===== config.mk =====
export PLATFORM = sky130hd
export DESIGN_NAME = bios_boot_loader_flat
export DESIGN_NICKNAME = d
export VERILOG_FILES = /design/src/rtl/bios_boot_loader_if.sv /design/src/rtl/bios_boot_loader.sv /design/src/flat_wrapper.sv
export SDC_FILE = /design/constraint.sdc
export NUM_CORES = 1
export LEC_CHECK = 0
export CORE_MARGIN = 2
export CORE_UTILIZATION = 51
export CTS_CLUSTER_SIZE = 14
export DETAILED_ROUTE_END_ITERATION = 10
export PLACE_DENSITY = 0.85
export SLEW_MARGIN = 20
export SYNTH_ARGS = -nofsm -noshare
export SYNTH_HDL_FRONTEND = slang
export SYNTH_SLANG_ARGS = --single-unit
export TNS_END_PERCENT = 5

===== constraint.sdc =====
create_clock -name clk -period 4.3 [get_ports clk]
set_input_delay 0.645 -clock clk [delete_from_list [all_inputs] [get_ports clk]]
set_output_delay 0.645 -clock clk [all_outputs]
set_load 0.01 [all_outputs]

===== src/rtl/bios_boot_loader_if.sv =====
// Bus between the boot loader and its surroundings: the request side
// (start/src_base/dst_base/length and status), the BIOS read port and the
// instruction-memory write port.
//
// Handshake: start is a one-cycle request pulse. It is accepted only when the
// loader is idle; a pulse seen while busy is dropped. src_base, dst_base and
// length are sampled on the accepting edge only. busy/done/err/cpu_hold are
// levels. mem_we is a one-cycle write strobe qualifying mem_addr/mem_data.
interface bios_boot_loader_if #(
  parameter int DATA_WIDTH     = 32,
  parameter int SRC_ADDR_WIDTH = 10,
  parameter int DST_ADDR_WIDTH = 10
);
  logic                      start;
  logic [SRC_ADDR_WIDTH-1:0] src_base;
  logic [DST_ADDR_WIDTH-1:0] dst_base;
  logic [SRC_ADDR_WIDTH:0]   length;
  logic [SRC_ADDR_WIDTH-1:0] bios_addr;
  logic [DATA_WIDTH-1:0]     bios_q;
  logic [DST_ADDR_WIDTH-1:0] mem_addr;
  logic [DATA_WIDTH-1:0]     mem_data;
  logic                      mem_we;
  logic                      busy;
  logic                      done;
  logic                      err;
  logic                      cpu_hold;

  // Host/BIOS side: issues requests, returns BIOS data, observes writes.
  modport master (
    output start, src_base, dst_base, length, bios_q,
    input  bios_addr, mem_addr, mem_data, mem_we, busy, done, err, cpu_hold
  );

  // Loader side.
  modport slave (
    input  start, src_base, dst_base, length, bios_q,
    output bios_addr, mem_addr, mem_data, mem_we, busy, done, err, cpu_hold
  );
endinterface


===== src/rtl/bios_boot_loader.sv =====
// Boot sequencer: copies a block of BIOS words into instruction memory,
// one word per RD_LATENCY+1 cycles, holding the CPU until the copy finishes.
// Optionally launches a fixed copy on the first cycle after reset release.
module bios_boot_loader #(
  parameter int DATA_WIDTH     = 32,
  parameter int SRC_ADDR_WIDTH = 10,
  parameter int DST_ADDR_WIDTH = 10,
  parameter int RD_LATENCY     = 1,
  parameter int AUTO_BOOT      = 1,
  parameter int BOOT_SRC       = 0,
  parameter int BOOT_DST       = 0,
  parameter int BOOT_LEN       = 3
) (
  input  logic                clk,
  input  logic                reset,
  bios_boot_loader_if.slave   bus,
  output logic [2:0]          dbg_state
);

  localparam int LW = SRC_ADDR_WIDTH + 1;
  localparam int CW = (RD_LATENCY > 1) ? $clog2(RD_LATENCY) : 1;
  localparam logic [LW-1:0] MAX_LEN  = LW'(1) << SRC_ADDR_WIDTH;
  localparam logic [CW-1:0] LAT_LAST = CW'(RD_LATENCY - 1);

  typedef enum logic [2:0] {
    IDLE   = 3'd0,
    LAUNCH = 3'd1,
    READ   = 3'd2,
    WRITE  = 3'd3,
    FINISH = 3'd4
  } state_t;

  state_t                    state;
  logic                      boot_pending;
  logic [SRC_ADDR_WIDTH-1:0] src_r;
  logic [DST_ADDR_WIDTH-1:0] dst_r;
  logic [LW-1:0]             len_r;
  logic [LW-1:0]             idx;
  logic [CW-1:0]             lat_cnt;

  logic [SRC_ADDR_WIDTH-1:0] bios_addr_r;
  logic [DST_ADDR_WIDTH-1:0] mem_addr_r;
  logic [DATA_WIDTH-1:0]     mem_data_r;
  logic                      mem_we_r;
  logic                      busy_r;
  logic                      done_r;
  logic                      err_r;
  logic                      cpu_hold_r;

  logic                      req_go;
  logic [SRC_ADDR_WIDTH-1:0] req_src;
  logic [DST_ADDR_WIDTH-1:0] req_dst;
  logic [LW-1:0]             req_len;
  logic [LW-1:0]             idx_next;

  // Request selection: the pending auto-boot takes the place of a start pulse.
  always_comb begin
    req_go   = 1'b0;
    req_src  = bus.src_base;
    req_dst  = bus.dst_base;
    req_len  = bus.length;
    idx_next = idx + LW'(1);
    if (state == IDLE) begin
      if (boot_pending) begin
        req_go  = 1'b1;
        req_src = SRC_ADDR_WIDTH'(BOOT_SRC);
        req_dst = DST_ADDR_WIDTH'(BOOT_DST);
        req_len = LW'(BOOT_LEN);
      end else begin
        req_go = bus.start;
      end
    end
  end

  // Copy FSM with registered outputs; each output takes its new value on the
  // edge that enters the state it belongs to.
  always_ff @(posedge clk or posedge reset) begin
    if (reset) begin
      state        <= IDLE;
      boot_pending <= (AUTO_BOOT != 0);
      src_r        <= '0;
      dst_r        <= '0;
      len_r        <= '0;
      idx          <= '0;
      lat_cnt      <= '0;
      bios_addr_r  <= '0;
      mem_addr_r   <= '0;
      mem_data_r   <= '0;
      mem_we_r     <= 1'b0;
      busy_r       <= 1'b0;
      done_r       <= 1'b0;
      err_r        <= 1'b0;
      cpu_hold_r   <= 1'b1;
    end else begin
      case (state)
        IDLE: begin
          boot_pending <= 1'b0;
          cpu_hold_r   <= 1'b0;
          if (req_go) begin
            if (req_len > MAX_LEN) begin
              err_r  <= 1'b1;
              done_r <= 1'b1;
            end else if (req_len == '0) begin
              err_r  <= 1'b0;
              done_r <= 1'b1;
            end else begin
              err_r      <= 1'b0;
              done_r     <= 1'b0;
              busy_r     <= 1'b1;
              cpu_hold_r <= 1'b1;
              src_r      <= req_src;
              dst_r      <= req_dst;
              len_r      <= req_len;
              state      <= LAUNCH;
            end
          end
        end
        LAUNCH: begin
          bios_addr_r <= src_r;
          idx         <= '0;
          lat_cnt     <= '0;
          state       <= READ;
        end
        READ: begin
          if (lat_cnt == LAT_LAST) begin
            lat_cnt    <= '0;
            mem_data_r <= bus.bios_q;
            mem_addr_r <= dst_r + DST_ADDR_WIDTH'(idx);
            mem_we_r   <= 1'b1;
            state      <= WRITE;
          end else begin
            lat_cnt <= lat_cnt + CW'(1);
          end
        end
        WRITE: begin
          mem_we_r <= 1'b0;
          idx      <= idx_next;
          if (idx_next == len_r) begin
            busy_r     <= 1'b0;
            done_r     <= 1'b1;
            cpu_hold_r <= 1'b0;
            state      <= FINISH;
          end else begin
            bios_addr_r <= src_r + SRC_ADDR_WIDTH'(idx_next);
            state       <= READ;
          end
        end
        FINISH: begin
          mem_we_r <= 1'b0;
          state    <= IDLE;
        end
        default: state <= IDLE;
      endcase
    end
  end

  assign bus.bios_addr = bios_addr_r;
  assign bus.mem_addr  = mem_addr_r;
  assign bus.mem_data  = mem_data_r;
  assign bus.mem_we    = mem_we_r;
  assign bus.busy      = busy_r;
  assign bus.done      = done_r;
  assign bus.err       = err_r;
  assign bus.cpu_hold  = cpu_hold_r;
  assign dbg_state     = state;

endmodule


===== src/flat_wrapper.sv =====
// flat-port wrapper written by rule: the top's interface ports become plain ports
module bios_boot_loader_flat 
#(
  parameter int DATA_WIDTH     = 32,
  parameter int SRC_ADDR_WIDTH = 10,
  parameter int DST_ADDR_WIDTH = 10,
  parameter int RD_LATENCY     = 1,
  parameter int AUTO_BOOT      = 1,
  parameter int BOOT_SRC       = 0,
  parameter int BOOT_DST       = 0,
  parameter int BOOT_LEN       = 3
)
  (clk, reset, dbg_state, bus_start, bus_src_base, bus_dst_base, bus_length, bus_bios_q, bus_bios_addr, bus_mem_addr, bus_mem_data, bus_mem_we, bus_busy, bus_done, bus_err, bus_cpu_hold);
  bios_boot_loader_if #(.DATA_WIDTH(DATA_WIDTH), .SRC_ADDR_WIDTH(SRC_ADDR_WIDTH), .DST_ADDR_WIDTH(DST_ADDR_WIDTH)) bus_i ();
  input  logic clk;
  input  logic reset;
  output logic [2:0] dbg_state;
  input wire logic [$bits(bus_i.start)-1:0] bus_start;
  input wire logic [$bits(bus_i.src_base)-1:0] bus_src_base;
  input wire logic [$bits(bus_i.dst_base)-1:0] bus_dst_base;
  input wire logic [$bits(bus_i.length)-1:0] bus_length;
  input wire logic [$bits(bus_i.bios_q)-1:0] bus_bios_q;
  output wire logic [$bits(bus_i.bios_addr)-1:0] bus_bios_addr;
  output wire logic [$bits(bus_i.mem_addr)-1:0] bus_mem_addr;
  output wire logic [$bits(bus_i.mem_data)-1:0] bus_mem_data;
  output wire logic [$bits(bus_i.mem_we)-1:0] bus_mem_we;
  output wire logic [$bits(bus_i.busy)-1:0] bus_busy;
  output wire logic [$bits(bus_i.done)-1:0] bus_done;
  output wire logic [$bits(bus_i.err)-1:0] bus_err;
  output wire logic [$bits(bus_i.cpu_hold)-1:0] bus_cpu_hold;
  assign bus_i.start = bus_start;
  assign bus_i.src_base = bus_src_base;
  assign bus_i.dst_base = bus_dst_base;
  assign bus_i.length = bus_length;
  assign bus_i.bios_q = bus_bios_q;
  assign bus_bios_addr = bus_i.bios_addr;
  assign bus_mem_addr = bus_i.mem_addr;
  assign bus_mem_data = bus_i.mem_data;
  assign bus_mem_we = bus_i.mem_we;
  assign bus_busy = bus_i.busy;
  assign bus_done = bus_i.done;
  assign bus_err = bus_i.err;
  assign bus_cpu_hold = bus_i.cpu_hold;
  bios_boot_loader #(.DATA_WIDTH(DATA_WIDTH), .SRC_ADDR_WIDTH(SRC_ADDR_WIDTH), .DST_ADDR_WIDTH(DST_ADDR_WIDTH), .RD_LATENCY(RD_LATENCY), .AUTO_BOOT(AUTO_BOOT), .BOOT_SRC(BOOT_SRC), .BOOT_DST(BOOT_DST), .BOOT_LEN(BOOT_LEN)) u_core (.clk(clk), .reset(reset), .bus(bus_i), .dbg_state(dbg_state));
endmodule

==> metrics.md <==
| Metric | Value |
|---|---|
| Async S/R FF share, synth | 1.00 |
| Tmin final | 3.22 ns |
| Worst path max stage delay | 0.55 ns |
| DIE AREA | 12000 µm² |
| Largest net degree at the start of global routing | 78 |
| P&R area growth vs syn | 25.9% |
| Slew @ Worst Pin | 0.921 ns |
| Worst-path maximum fanout | 10 |
| Post-CTS Setup Inserts | 0 |
| Port bufs | 125 |
| Critical Path AT | 3.49 ns |
| Fmax | 311 MHz |
| Ys Warns | 0 |
| Status | finished clean |
| Vias per Instance | 5.57 |
| Met2 Usage GRT | 0.433 |
| Antenna-violating nets left | 0 |
| Core area | 10800 µm² |
| Initial antenna violation count | 0 |
| Max_slew headroom | 0.386 |
| Average cell area after synthesis | 8.74 µm² |
| WL/cell | 16.4 µm |
| Worst-Skew Late Latency | 0.38 ns |
| GRT Max-Usage Layer | met2 |
| Sequential share of the synthesized area | 0.456 |
| Gp weighted congestion | 0.969 |
| GR Util met1 | 0.339 |
| CP Capture Type | flop |
| Dominant cells by area after synthesis | dfrtp_1 45%, nand2_1 13%, ha_1 4.2%, o21ai_0 3.3%, nand2b_1 3.1% |
| Post_cts resized | 0 |
| CTS Hold Bufs | 0 |
| Leak pwr | 0.00329 µW |
| Routed WL | 14.7 mm |
| Net Count, Synth | 734 |
| Final TNS setup | 0 ns |
| First-pass GRT wire length | 23.7 mm |
| Gate count after technology mapping | 647 |
| Worst Setup Start Kind | flop |
| Skew final | 0.00585 ns |
| First DRT Iteration DRCs | 400 |
| Power Density | 675 nW/µm² |
| Period Utilization, post-route | 0.748 |
| Initial Util | 0.522 |
| RSZ-0062 raised after global routing | false |
| DP HPWL | 10.9 mm |
| Pins Over Slew Limit | 0 |
| Vias in the first global route | 4910 |
| Diodes inserted | 0 |
| Yosys cell types | 60 |
| Setup CP Type | flop to flop |
| #FFs+latches synth | 103 |
| Yosys top cell area share | 0.447 |
| Most area-hungry cell type in the Yosys netlist | dfrtp_1 |
| Worst Path Required | 4.57 ns |
| FP Rows | 38 |
| Drt pass-1 iters | 7 |
| CP cell instances | ha_1 -> nand3_1 -> xnor2_1 -> ha_1 -> inv_1 -> o22ai_1 -> nand4_1 -> a21oi_1 -> xnor2_1 -> o21a_1 -> o31a_1 |
| GRT Residual Overflow | 0 |
| Vias | 4999 |
| Met3 usage | 0.0391 |
| Fraction of layout cells with a size suffix above 1 | 0.0488 |
| Clock-pin slew on the worst setup and hold paths | 0.10 ns |
| # Max-Cap Violations | 0 |
| Post-Syn Area | 5660 µm² |
| Synth Flop Type | dfrtp_1 |
| Final hold vios | 0 |
| Clk sinks | 103 |
| Slowest cell on the critical path | dfrtp_1 |
| Peak supply drop | 332 µV |
| Final #Nets | 840 |
| Hold WC Path Type | flop to flop |
| Die W | 109 µm |
| DRC Markers | 0 |
| CTS tree | done |
| EDFF count, synth | 0 |
| Root buf cell | clkbuf_8 |
| Max Root-Sink Buffers | 2 |
| Die Ht | 109 µm |
| CTS Buf Count | 9 |
| GRT Resource Usage Total | 0.256 |
| H-Tree Depth | 3 |
| Setup Viol. Count Final | 0 |
| Ports | 126 |
| DP Area | 6940 µm² |
| Final Instance Area | 7120 µm² |
==> final timing paths <==
check	cells after the start	start	slack [ns]	end
max	11	u_core.idx[0]	1.08	u_core.bus.bios_addr[9]
min	2	u_core.bus.mem_data[26]	0.48	u_core.bus.mem_data[26]
max reg2reg	11	u_core.idx[0]	1.08	u_core.bus.bios_addr[9]
min reg2reg	2	u_core.bus.mem_data[26]	0.48	u_core.bus.mem_data[26]
max in group asynchronous	3	reset	2.58	u_core.dst_r[2]
min in group asynchronous	2	reset	0.82	u_core.bus.mem_data[8]
==> registers in the layout (all words and copies together) (netlist names) <==
signal,count
u_core.boot_pending,1
u_core.bus.bios_addr,10
u_core.bus.busy,1
u_core.bus.cpu_hold,1
u_core.bus.done,1
u_core.bus.err,1
u_core.bus.mem_addr,10
u_core.bus.mem_data,32
u_core.bus.mem_we,1
u_core.dbg_state,3
u_core.dst_r,10
u_core.idx,11
u_core.len_r,11
u_core.src_r,10
==> report_power, final <==
group	internal, µW	total (µW)	leakage [µW]	switching (µW)
combinational	1160	2440	0.00191	1280
clock	245	580	0.0000972	335
sequential	1400	1790	0.00128	384
total	2810	4810	0.00329	2000
==> logic make-up after synthesis <==
| family | after synthesis | synth area share |
|---|---|---|
| and+or+nand+nor | 288 | 0.230 |
| AOI/OAI and AO/OA | 141 | 0.149 |
| adders and majority gates | 21 | 0.0491 |
| muxes | 8 | 0.0144 |
| DFF | 103 | 0.456 |
| buffers and inverters | 54 | 0.0482 |
| xor gates and xnor gates | 32 | 0.0533 |
==> placed cells by master, fill, tap and decap left out, types with 11 or more instances in the layout <==
cell type / n
nand2_1: 189
clkdlybuf4s50_1: 125
dfrtp_1: 101
o21ai_0: 37
o21ai_1: 35
nand2b_1: 28
a21oi_1: 21
xnor2_1: 20
ha_1: 19
inv_1: 17
nor2_1: 17
clkbuf_8: 11
==> through the flow <==
step / hold WS [ns] / instances / total power (µW) / setup slack, ns / utilization
after floorplan: 0.454 / 647 / 3210 / 0.954 / -
final: 0.485 / 898 / 4810 / 1.08 / 0.657
after global routing: 0.500 / 898 / 5170 / 0.900 / 0.657
after global placement: 0.456 / 882 / 4110 / 1.10 / 0.640
after CTS: 0.489 / 898 / 4810 / 1.16 / 0.657
after detailed placement: 0.466 / 882 / 4230 / 0.970 / 0.640
==> worst max-delay path, delay by kind of cell (launching register included) <==
kind	cells	cell delay [ns]
buf+inv	1	0.07
fa+ha+maj	2	0.89
compound gates	4	0.88
flops	1	0.55
simple gates	2	0.37
xor+xnor	2	0.36
==> synthesized netlist by cell type, types with 7 or more instances <==
master,instances
xor2_1,10
inv_1,18
dfrtp_1,101
xnor2_1,20
a21oi_1,21
o21ai_1,35
o21ai_0,37
nor2b_1,9
nand2b_1,28
nor3_1,8
a21o_1,8
clkbuf_1,18
nand2_1,189
ha_1,19
nand3_1,9
buf_2,8
nor2_1,17
mux2i_1,7
==> layer usage <==
layer	wire length [µm]	vias to the layer above
li1	-	2403
met1	6340	2350
met2	6940	219
met3	1090	27
met4	304	0
met5	0	-
==> final cells by class <==
type,count,area [µm²]
fill,888,3720
clock buffer,12,155
multi-input combinational,490,2820
clock inverter,4,27.5
inverter,18,70.1
tap,140,175
sequential,103,2580
timing repair buffer,131,1300
No activity file was read; power rests on OpenSTA's default activity.
==> RTL edit 1 (same flow settings) <==
Make the reset (`reset`) synchronous in one clocked block.
--- a/src/rtl/bios_boot_loader.sv
+++ b/src/rtl/bios_boot_loader.sv
@@ -75,5 +75,5 @@
   // Copy FSM with registered outputs; each output takes its new value on the
   // edge that enters the state it belongs to.
-  always_ff @(posedge clk or posedge reset) begin
+  always_ff @(posedge clk) begin
     if (reset) begin
       state        <= IDLE;
Function: differs if reset is asserted again (counterexample within 4 cycles, from zero or initial values and one cycle with reset high); with reset held inactive, the same outputs for 10 cycles.
==> RTL edit 1 against the original RTL <==
  * Cell area fell by 8.1%
  * Critical path depth stayed put
  * Worst setup slack better by 0.15 ns
  * Synthesized area is 11% lower
  * Wire length decreased by 9.8%
  * Non-clock buffer count is 1 lower
  * Clock skew increased by 0.0081 ns
  * Sequential cell count is the same
  * Critical path type unchanged
Power is not compared: it rests on default switching activity, and its combinational part moved more than twofold at a synthesized area within 25%.
==> RTL edit 1: results (changes against the original RTL) <==
DETAIL_ROUTE_MET2_WL_UM=6794  # -2.1%
HOLD_WC_PATH_TYPE='reg -> reg'
GROUTE.USAGE.OVERALL=0.2451  # -0.01129
ROUTE.VIAS.TOTAL=4641  # -7.2%
OUTCOME='completed'
WORST-PATH-MAX-FANOUT=6  # -4
GRT_START_MAX_NET_PINS=56  # -28%
DESIGN.FINAL.NETS=796  # -5.2%
NUMBER_OF_MAXIMUM_CAPACITANCE_VIOLATIONS=0  # unchanged
VDD_IR_DROP_MAX_uV=161.4
SEQUENTIAL_AREA_SHARE_AFTER_SYNTHESIS=0.4080  # -0.04797
DRT_ITER0_DRC=247  # -38%
ASYNC_SET_RESET_FLOP_SHARE_OUT_OF_SYNTHESIS=0  # -1.000
ROUTE.TOP_LAYER_USED='met4'
WL_UM=13240  # -9.8%
GP_CONGESTION=0.8909  # -8.1%
FIRST_GLOBAL_VIAS=4514  # -8.1%
WORST_CASE_CLOCK_SKEW_NS=0.01393  # +0.008084 ns
MET3ROUTEDLENGTH_UM=804  # -26%
FILLERINSTANCES=775  # -13%
ROUTEDLENGTHMET1_UM=5432  # -14%
TIMING.CRITICAL_PATH.SLOWEST_CELL_DELAY_NS=0.52  # -0.03 ns
SYN-INSTANCE-COUNT=604  # -6.6%
CLKLATENCYLATEPIN_NS=0.38  # about the same
POST_ROUTE_CELLS_DRIVE_ABOVE_1_SHARE=0.05742  # +0.008610
FIRST_PASS_GRT_WIRE_LENGTH_UM=21730  # -8.4%
DP_HPWL_UM=9825  # -10%
DRT_PRE_ANTENNA_ITERS=5  # -2
YOSYS.CELL_TYPES.COUNT=59  # -1.7%
YS.FLOP_TYPE='dfxtp_1'
RANKING_OF_SYNTHESIZED_CELLS_BY_INSTANCE_COUNT='nand2_1 (120), dfxtp_1 (103), a21oi_1 (78)'
TOTAL_SWITCHING_POWER_W=0.0006427
DRT-WIRELENGTH-PER-CELL_UM=15.63  # -4.4%
CLOCKBUFFERDEPTH=2  # unchanged
LEAST_MARGIN_PIN_SLEW_NS=0.9027  # -0.01883 ns
YOSYS-TOP-CELLS-AREA='dfxtp_1 (41%), nand2_1 (8.9%), a21oi_1 (7.7%)'
CRIT_ARRIVAL_NS=3.35  # -0.14 ns
PLACED_CELL_AREA_MM2=0.006346  # -8.5%
SLOWEST_STAGE='dfxtp_1'
PORT_BUFFERS=125  # unchanged
SYN_NETS=691  # -5.9%
NUMBER_OF_INSTANCES_IN_THE_PLACED_DESIGN=831  # -5.8%
-- RTL edit 1: cell types whose count changed after synthesis, moves of 5 or more --
| cell | unedited run | this run |
|---|---|---|
| dfxtp_1 | 0 | 103 |
| dfrtp_1 | 101 | 0 |
| nand2_1 | 189 | 120 |
| a21oi_1 | 21 | 78 |
| o21ai_1 | 35 | 0 |
| nand2b_1 | 28 | 3 |
| nand3b_1 | 0 | 23 |
| nor2_1 | 17 | 40 |
| o21ai_0 | 37 | 20 |
| clkbuf_1 | 18 | 26 |
| inv_1 | 18 | 11 |
| nand3_1 | 9 | 16 |
| a22o_1 | 1 | 6 |
-- RTL edit 1: cells by family (layout without fill, tap and decap cells) --
kind of cell	after synthesis	in the layout	share of synthesized area
fa+ha+maj	21	21	0.05496
flops	103	103	0.4080
compound gates	149	149	0.1842
simple gates	242	242	0.2273
mux	11	11	0.02253
buf+inv	47	157	0.04085
xor+xnor	31	31	0.06214
-- RTL edit 1: metrics by stage --
step                      worst slack (ns)  hold WS, ns  power [W]    util
after floorplan                      1.742       0.4324   0.001322       -
after global placement               1.256       0.4381   0.001498  0.6553
after detailed placement             1.105       0.4465   0.001515  0.6553
after CTS                            1.282       0.4625   0.002095  0.6749
after global routing                0.9798       0.4743   0.002180  0.6756
final                                1.231       0.4613   0.002090  0.6756
-- RTL edit 1: critical path, delay by kind of cell (launching register included) --
| family | cells | cell delay (ns) |
|---|---|---|
| AOI/OAI and AO/OA | 4 | 0.95 |
| adders and majority gates | 2 | 0.59 |
| DFF | 1 | 0.52 |
| and+or+nand+nor | 3 | 0.49 |
| xor gates and xnor gates | 2 | 0.42 |
-- RTL edit 1: layout make-up --
type                       count  area share
multi-input combinational    454      0.4278
sequential                   103      0.3152
timing repair buffer         130      0.1962
tap                          133     0.02544
clock buffer                   9     0.01893
clock inverter                 7     0.01014
inverter                      11    0.006311
-- RTL edit 1: path summary, 6_finish.rpt --
path	start	endpoint	slack (ns)	depth (start not counted)
worst max register to register	u_core.idx[0]$_SDFFE_PP0N_	u_core.bus.bios_addr[9]$_SDFFE_PP0P_	1.23	11
worst min-delay path	u_core.bus.mem_data[29]$_SDFFE_PP0P_	u_core.bus.mem_data[29]$_SDFFE_PP0P_	0.46	2
worst max-delay path	u_core.idx[0]$_SDFFE_PP0N_	u_core.bus.bios_addr[9]$_SDFFE_PP0P_	1.23	11
worst min register to register	u_core.bus.mem_data[29]$_SDFFE_PP0P_	u_core.bus.mem_data[29]$_SDFFE_PP0P_	0.46	2
-- RTL edit 1: metal layers --
| layer | GRT usage | vias to the layer above |
|---|---|---|
| met5 | 0 | - |
| met4 | 0.07143 | 0 |
| met3 | 0.05223 | 19 |
| met2 | 0.4555 | 165 |
| met1 | 0.2822 | 2152 |
| li1 | - | 2305 |
==> RTL edit 2 (same flow settings) <==
Made on the original files. `DATA_WIDTH` is set to 32 in 3 places; all go to 48.
--- a/src/rtl/bios_boot_loader_if.sv
+++ b/src/rtl/bios_boot_loader_if.sv
@@ -8,5 +8,5 @@
 // levels. mem_we is a one-cycle write strobe qualifying mem_addr/mem_data.
 interface bios_boot_loader_if #(
-  parameter int DATA_WIDTH     = 32,
+  parameter int DATA_WIDTH     = 48,
   parameter int SRC_ADDR_WIDTH = 10,
   parameter int DST_ADDR_WIDTH = 10
--- a/src/rtl/bios_boot_loader.sv
+++ b/src/rtl/bios_boot_loader.sv
@@ -3,5 +3,5 @@
 // Optionally launches a fixed copy on the first cycle after reset release.
 module bios_boot_loader #(
-  parameter int DATA_WIDTH     = 32,
+  parameter int DATA_WIDTH     = 48,
   parameter int SRC_ADDR_WIDTH = 10,
   parameter int DST_ADDR_WIDTH = 10,
--- a/src/flat_wrapper.sv
+++ b/src/flat_wrapper.sv
@@ -2,5 +2,5 @@
 module bios_boot_loader_flat 
 #(
-  parameter int DATA_WIDTH     = 32,
+  parameter int DATA_WIDTH     = 48,
   parameter int SRC_ADDR_WIDTH = 10,
   parameter int DST_ADDR_WIDTH = 10,
Ports: changed (resized bus_bios_q and bus_mem_data); port bits go from 126 to 158. The function was not compared with the original's and may differ.
==> RTL edit 2 against the original RTL <==
  * Die area grew 8.2%
  * Worst setup slack worse by 0.17 ns
  * Count of clock-buffer cells in the layout rose by 12
  * Worst hold slack got worse by 0.0098 ns
  * Wire length increased by 17%
  * First-iteration DRC count rose by 7.5%
  * Synthesized area up 8.5%
  * Utilization rose by 5.2 points
  * Cell area rose by 18%
  * Synthesized cell count is 9.1% higher
  * Sequential cell count up 16
  * Total power is 31% higher
  * Critical path type unchanged
  * Largest power group unchanged
  * Highest routed layer unchanged
==> RTL edit 2: results (changes against the original RTL) <==
DP_HPWL_UM=11830  # +8.3%
GROUTE.USAGE.OVERALL=0.2806  # +0.02414
ROUTEDLENGTHMET1_UM=7114  # +12%
HOLD-PATH-ENDPOINT='u_core.bus.mem_data[46]$_DFFE_PP0P_'
LARGEST_REG_FLOPS=48  # +50%
SEQUENTIAL_AREA_SHARE_AFTER_SYNTHESIS=0.4855  # +0.02954
CTS-BUFFERS-INSERTED=17  # +8
FIRST_GLOBAL_VIAS=5569  # +13%
SYN_NETS=809  # +10%
GRT_START_MAX_NET_PINS=69  # -12%
CLKLATENCYLATEPIN_NS=0.42  # +0.04 ns
DRT_ITER0_DRC=430  # +7.5%
DRT-WIRELENGTH-PER-CELL_UM=16.93  # +3.6%
STATIC_LEAKAGE_POWER_nW=3.929  # +19%
DESIGN.FINAL.NETS=954  # +14%
WORST-PATH-MAX-FANOUT=12  # +2
MIN_PATH_CELLS=2  # unchanged
TIMING.HOLD.WS_NS=0.4748  # -0.009819 ns
YOSYS.CELL_TYPES.COUNT=67  # +12%
CTS.HTREE.LEVELS=4  # +1
SLACK_OF_THE_WORST_REG_TO_REG_PATH_NS=0.92  # -0.17 ns
OUTCOME='completed'
WORST_PATH_DOMINANT_CELL_FAMILY='compound AO/OA/AOI/OAI gates'
RANKING_OF_SYNTHESIZED_CELLS_BY_INSTANCE_COUNT='nand2_1 (237), dfrtp_1 (117), o21ai_0 (64)'
CLKTRANSATPATHREGS_NS=0.05  # -0.05 ns
DRT_PRE_ANTENNA_ITERS=5  # -2
DIODES=0  # unchanged
INTERNAL-POWER_W=0.003909  # +39%
CRIT_PATH_END='u_core.bus.bios_addr[9]$_DFFE_PP0P_'
CRIT_ARRIVAL_NS=3.69  # +0.20 ns
HP-START='u_core.bus.mem_data[46]$_DFFE_PP0P_'
DETAIL_ROUTE.VIAS_PER_CELL=5.496  # -1.3%
GP_CONGESTION=0.9291  # -4.1%
CTS.ROOT.BUFFER_CELL='clkbuf_16'
VDD_IR_DROP_MAX_uV=424.2  # +28%
WORST_CASE_CLOCK_SKEW_NS=0.008134  # +0.002285 ns
NUMBER_OF_INSTANCES_IN_THE_PLACED_DESIGN=979  # +11%
POST_ROUTE_CELLS_DRIVE_ABOVE_1_SHARE=0.05324  # +0.004428
POSTSYNTHAREAPERCELL_UM2=8.695  # -0.57%
PORT_BUFFERS=157  # +26%
YOSYS-TOP-CELLS-AREA='dfrtp_1 (48%), nand2_1 (14%), o21ai_0 (5.2%)'
MET3ROUTEDLENGTH_UM=1164  # +6.6%
POST_LAYOUT_NONFILLER_INSTANCES=1011  # +13%
DETAIL_ROUTE_MET2_WL_UM=8451  # +22%
FIRST_PASS_GRT_WIRE_LENGTH_UM=28110  # +18%
LEAST_MARGIN_PIN_SLEW_NS=0.8039  # -0.1176 ns
[RTL edit 2: cell types whose count changed after synthesis, sizes merged, moves of 7 or more]
cell    change
a21oi       -7
buf         -9
clkbuf     +11
dfrtp      +16
nand2      +48
nor2       +10
xnor2       -8
[RTL edit 2: power by group through the flow]
stage | Combinational, W | Clock (W) | Sequential, W
2_1_floorplan | 0.00154 | 0 | 0.00207
3_3_place_gp | 0.00269 | 0 | 0.00202
3_5_place_dp | 0.00278 | 0 | 0.00204
4_1_cts | 0.00282 | 0.00147 | 0.00204
5_1_grt | 0.00311 | 0.00152 | 0.00211
6_report | 0.00280 | 0.00145 | 0.00204
[RTL edit 2: cell families after synthesis]
group	Yosys count	share of synthesized area
AND/OR/NAND/NOR	347	0.2466
AO/OA/AOI/OAI	131	0.1323
flip-flops	119	0.4855
buffers and inverters	52	0.03526
XOR/XNOR	30	0.04505
adder cells (fa/ha/maj)	21	0.04525
multiplexers	6	0.009988
[RTL edit 2: cell type report]
type | count | area, µm²
Sequential cell | 119 | 2980
Timing Repair Buffer | 164 | 1624
Clock buffer | 24 | 481.7
Clock inverter | 8 | 121.4
Inverter | 14 | 55.05
Fill cell | 899 | 3455
Tap cell | 147 | 183.9
Multi-Input combinational cell | 535 | 2960
[RTL edit 2: stage by stage]
| stage | cell area, µm² | worst slack [ns] |
|---|---|---|
| 2_1_floorplan | 6138 | 0.5008 |
| 3_3_place_gp | 7804 | 1.140 |
| 3_5_place_dp | 7804 | 1.010 |
| 4_1_cts | 8407 | 0.9939 |
| 5_1_grt | 8407 | 0.6317 |
| 6_report | 8407 | 0.9177 |
[RTL edit 2: metal layers]
metal	global-route usage	up-vias
met5	0	-
met4	0.1317	0
met3	0.06057	36
met2	0.4707	234
met1	0.3484	2622
li1	-	2664
